### config.mk
export PLATFORM = sky130hd
export DESIGN_NAME = dmem_arbiter
export DESIGN_NICKNAME = d
export VERILOG_FILES = /design/src/rtl/dmem_arbiter.sv
export SDC_FILE = /design/constraint.sdc
export NUM_CORES = 1
export LEC_CHECK = 0
export CAP_MARGIN = 20
export CORE_AREA = 4 4 115 117
export DETAILED_ROUTE_END_ITERATION = 10
export DIE_AREA = 0 0 119 121
export GPL_TIMING_DRIVEN = 1
export PLACE_DENSITY = 0.57
export RECOVER_POWER = 50
export SYNTH_ARGS = -nofsm -noshare
export SYNTH_HDL_FRONTEND = slang
export SYNTH_SLANG_ARGS = --single-unit
export TNS_END_PERCENT = 5
### constraint.sdc
create_clock -name clk -period 3 [get_ports clk]
set_input_delay 0.45 -clock clk [delete_from_list [all_inputs] [get_ports clk]]
set_output_delay 0.45 -clock clk [all_outputs]
set_load 0.005 [all_outputs]
### src/rtl/dmem_arbiter.sv
// dmem_arbiter: shares one single-port data memory between the CPU MEM stage
// and an auxiliary requester. CPU has priority, and a starvation counter forces
// an aux grant after MAX_WAIT denied cycles. aux_lock holds ownership for
// back-to-back aux accesses. Read data returns one cycle later, tagged to the
// port that was granted. Optional build macro: DMEM_ARB_STATS_EN, which adds
// saturating per-port grant and conflict counters.
//
// Ports:
//   clk, rst                            clock, async active-high reset
//   cpu_req/we/addr/wd                  CPU access request
//   cpu_stall                           CPU denied this cycle
//   cpu_rd, cpu_rvalid                  CPU read return
//   aux_req/we/addr/wd/lock             aux access request and lock
//   aux_gnt                             aux access accepted this cycle
//   aux_rd, aux_rvalid                  aux read return
//   mem_we/addr/wd, mem_rd              memory port (mem_rd is one-cycle latency)
//   stat_cpu_gnt/aux_gnt/conflict       only with DMEM_ARB_STATS_EN
module dmem_arbiter #(
    parameter int AW       = 32,
    parameter int DW       = 32,
    parameter int MAX_WAIT = 4,
    parameter int CW       = 4
) (
    input  logic          clk,
    input  logic          rst,
    input  logic          cpu_req,
    input  logic          cpu_we,
    input  logic [AW-1:0] cpu_addr,
    input  logic [DW-1:0] cpu_wd,
    output logic          cpu_stall,
    output logic [DW-1:0] cpu_rd,
    output logic          cpu_rvalid,
    input  logic          aux_req,
    input  logic          aux_we,
    input  logic [AW-1:0] aux_addr,
    input  logic [DW-1:0] aux_wd,
    input  logic          aux_lock,
    output logic          aux_gnt,
    output logic [DW-1:0] aux_rd,
    output logic          aux_rvalid,
    output logic          mem_we,
    output logic [AW-1:0] mem_addr,
    output logic [DW-1:0] mem_wd,
    input  logic [DW-1:0] mem_rd
`ifdef DMEM_ARB_STATS_EN
    ,
    output logic [15:0]   stat_cpu_gnt,
    output logic [15:0]   stat_aux_gnt,
    output logic [15:0]   stat_conflict
`endif
);

    typedef enum logic {
        IDLE,
        AUX_LOCKED
    } state_t;

    typedef enum logic [1:0] {
        RD_NONE,
        RD_CPU,
        RD_AUX
    } rd_owner_t;

    state_t    state, state_nxt;
    rd_owner_t rd_owner, rd_owner_nxt;
    logic [CW-1:0] starve_cnt, starve_nxt;

    logic locked_aux;
    logic starve_max;
    logic cpu_grant;

    assign locked_aux = (state == AUX_LOCKED);
    assign starve_max = (starve_cnt == CW'(MAX_WAIT));

    always_comb begin
        aux_gnt      = 1'b0;
        cpu_grant    = 1'b0;
        mem_we       = 1'b0;
        mem_addr     = cpu_addr;
        mem_wd       = cpu_wd;
        state_nxt    = state;
        starve_nxt   = starve_cnt;
        rd_owner_nxt = RD_NONE;

        aux_gnt   = aux_req & (locked_aux | starve_max | ~cpu_req);
        // A held lock blocks the CPU even in a cycle where aux is not asking.
        cpu_grant = cpu_req & ~aux_gnt & ~locked_aux;

        if (aux_gnt) begin
            mem_addr = aux_addr;
            mem_wd   = aux_wd;
            mem_we   = aux_we;
        end else if (cpu_grant) begin
            mem_we   = cpu_we;
        end

        unique case (state)
            IDLE:       if (aux_gnt & aux_lock) state_nxt = AUX_LOCKED;
            AUX_LOCKED: if (!aux_req || !aux_lock) state_nxt = IDLE;
            default:    state_nxt = IDLE;
        endcase

        if (!aux_req || aux_gnt) begin
            starve_nxt = '0;
        end else if (!starve_max) begin
            starve_nxt = starve_cnt + CW'(1);
        end

        if (aux_gnt && !aux_we) begin
            rd_owner_nxt = RD_AUX;
        end else if (cpu_grant && !cpu_we) begin
            rd_owner_nxt = RD_CPU;
        end
    end

    always_ff @(posedge clk or posedge rst) begin
        if (rst) begin
            state      <= IDLE;
            starve_cnt <= '0;
            rd_owner   <= RD_NONE;
        end else begin
            state      <= state_nxt;
            starve_cnt <= starve_nxt;
            rd_owner   <= rd_owner_nxt;
        end
    end

    assign cpu_stall  = cpu_req & ~cpu_grant;
    assign cpu_rd     = mem_rd;
    assign aux_rd     = mem_rd;
    assign cpu_rvalid = (rd_owner == RD_CPU);
    assign aux_rvalid = (rd_owner == RD_AUX);

`ifdef DMEM_ARB_STATS_EN
    always_ff @(posedge clk or posedge rst) begin
        if (rst) begin
            stat_cpu_gnt  <= '0;
            stat_aux_gnt  <= '0;
            stat_conflict <= '0;
        end else begin
            if (cpu_grant && !(&stat_cpu_gnt)) begin
                stat_cpu_gnt <= stat_cpu_gnt + 16'd1;
            end
            if (aux_gnt && !(&stat_aux_gnt)) begin
                stat_aux_gnt <= stat_aux_gnt + 16'd1;
            end
            if (cpu_req && aux_req && !(&stat_conflict)) begin
                stat_conflict <= stat_conflict + 16'd1;
            end
        end
    end
`endif

endmodule

==> qor.txt <==
status - completed
Clk pin slew, worst setup/hold paths - 30 ps
final setup vio count - 0
FMAX - 349 MHz
unrepaired setup endpoints after global routing - false
maximum VDD drop - 0.174 mV
Die Area - 14400 µm²
WP data required - 2550 ps
Root Buffer - clkbuf_16
cell count after synthesis - 169
Vias/cell - 3.56
initial antenna violation count - 0
Setup Slack @ Placement - 133 ps
P per Cell Area - 232 nW/µm²
Yosys warning count - 0
Worst Reg2Reg Path Length in Cells - 7
largest net degree at the start of global routing - 32
Worst Tran Pin Value - 282 ps
Leak - 1.43 nW
Nets - 478
Final Max Tran Viols - 0
final setup TNS - 0 ps
buffer depth of the longest clock path - 2
Startpoint Class - primary input
WP data arrival - 2410 ps
crit path max fanout - 31
total CTS buffers - 3
site row count - 41
antenna viol nets, final - 0
post-CTS resize count - 0
Post-Synthesis Net Count - 338
ys async rst share - 100%
Skew-Pair Late Insertion Delay - 230 ps
number of synthesized flops with an enable pin - 0
dominant synthesized flop cell - dfrtp_1
CP Class - in -> out
post-synthesis sequential area ratio - 10.3%
post-route setup slack - 137 ps
routed wire length - 6.54 mm
DRC - 0
Max transition margin - 81.2%
Final Cycle Share - 95.4%
Area Overhead vs Synth - 108%
Post-CTS Setup Inserts - 0
routability congestion estimate - 0.690
Starting Density - 13.8%
drt pass-1 iters - 3
mapped cell area - 1710 µm²
CTS Sinks - 7
Final Skew - 3.19 ps
first-pass GRT wire length - 9.76 mm
GRT overflow - 0
worst hold path depth - 1
commonest non-fill, non-tap cell in the layout - clkdlybuf4s50_1
CP Capture Type - output pin
# diodes - 0
commonest cells after routing, fill and taps aside - 202 x clkdlybuf4s50_1, 37 x mux2_2, 27 x mux2_4, 7 x dfrtp_1, 6 x inv_1
Die H - 121 µm
Power Total - 0.823 mW
number of max-cap violations - 0
initial drt markers - 8
CTS tree - built
#FFs+latches synth - 7
mean post-synth cell area - 10.1 µm²
Min-Delay Path Class - reg -> reg
Chip Width - 119 µm
GRT Total Usage - 8.24%
PortBufs - 203
HPWL after DPL - 5.74 mm
number of global-route vias before repair - 1883
final hold violations - 0
DR vias - 1707
core area - 12400 µm²
drt wl/cell - 13.6 µm
clock period minus worst slack - 2860 ps
unique cell type count in the Yosys netlist - 21
Min Hold Slack - 495 ps
H-tree depth - 1
layout cell share with drive strength beyond 1 - 23.4%
I/O pin count - 300
# hold bufs at CTS - 0
-- cell usage after synthesis, types with 2 or more instances --
| master | count | area, µm² |
|---|---|---|
| buf_2 | 3 | 15.0 |
| buf_4 | 64 | 480 |
| buf_6 | 4 | 45.0 |
| dfrtp_1 | 7 | 175 |
| ha_1 | 2 | 25.0 |
| inv_1 | 6 | 22.5 |
| mux2_2 | 37 | 417 |
| mux2_4 | 27 | 405 |
| nand3_1 | 2 | 10.0 |
| nor2_1 | 5 | 18.8 |
| nor2b_1 | 2 | 12.5 |
-- registers in the layout, indices dropped and copies added, names as in the netlist --
signal,cells
locked_aux,1
starve_cnt,4
rd_owner,2
-- cells by family (layout without fill, tap and decap cells) --
group                    after synthesis  in the layout  synth area share [%]
AND/OR/NAND/NOR                       14             14                  4.40
buffers and inverters                 77            216                  33.0
adder cells (fa/ha/maj)                2              2                  1.47
flip-flops                             7              7                  10.3
multiplexers                          65             65                  48.8
AO/OA/AOI/OAI                          2              2                  1.03
XOR/XNOR                               2              2                  1.03
-- path summary, 6_finish.rpt --
path	endpoint	from	slack [ps]
worst max-delay path	mem_addr[18]	cpu_req	140
worst min-delay path	starve_cnt[0]$_DFFE_PP0P_	starve_cnt[0]$_DFFE_PP0P_	490
worst max register to register	locked_aux$_DFF_PP0_	starve_cnt[0]$_DFFE_PP0P_	1490
worst min register to register	starve_cnt[0]$_DFFE_PP0P_	starve_cnt[0]$_DFFE_PP0P_	490
max in group asynchronous	starve_cnt[0]$_DFFE_PP0P_	rst	2170
min in group asynchronous	rd_owner[1]$_DFF_PP0_	rst	600
-- worst max-delay path, cell delays in order --
cell	delay, ps
clkdlybuf4s50_1	470
nor2b_2	210
a21bo_4	190
buf_12	230
mux2_2	370
clkdlybuf4s50_1	440
-- metrics by stage --
step,area [µm²],cells,utilization [%]
5_1_grt,3540,480,28.7
4_1_cts,3540,480,28.7
3_5_place_dp,3470,476,28.0
2_1_floorplan,1710,169,-
3_3_place_gp,3470,476,28.0
6_report,3540,480,28.7
-- area by class of cell --
type	instances	area, µm²
repair buffers	206	2080
fillers	1321	8820
clock buffers	4	78.8
flip-flops and latches	7	175
inverters	6	22.5
multi-input cells	85	973
well taps	172	215
-- power by group --
group          switching, mW  internal [mW]
clock network         0.0488          0.177
registers            0.00215         0.0981
logic                  0.122          0.375
total                  0.173          0.650
-- layer usage --
metal | vias up | global-route usage, % | part of all wire, %
met3 | 18 | 5.73 | 17
met1 | 742 | 8.46 | 34
met2 | 166 | 13.8 | 47
met4 | 0 | 1.74 | 1.6
met5 | - | 0 | 0
li1 | 781 | - | -
Note: power is estimated with default switching activity, not from simulation.
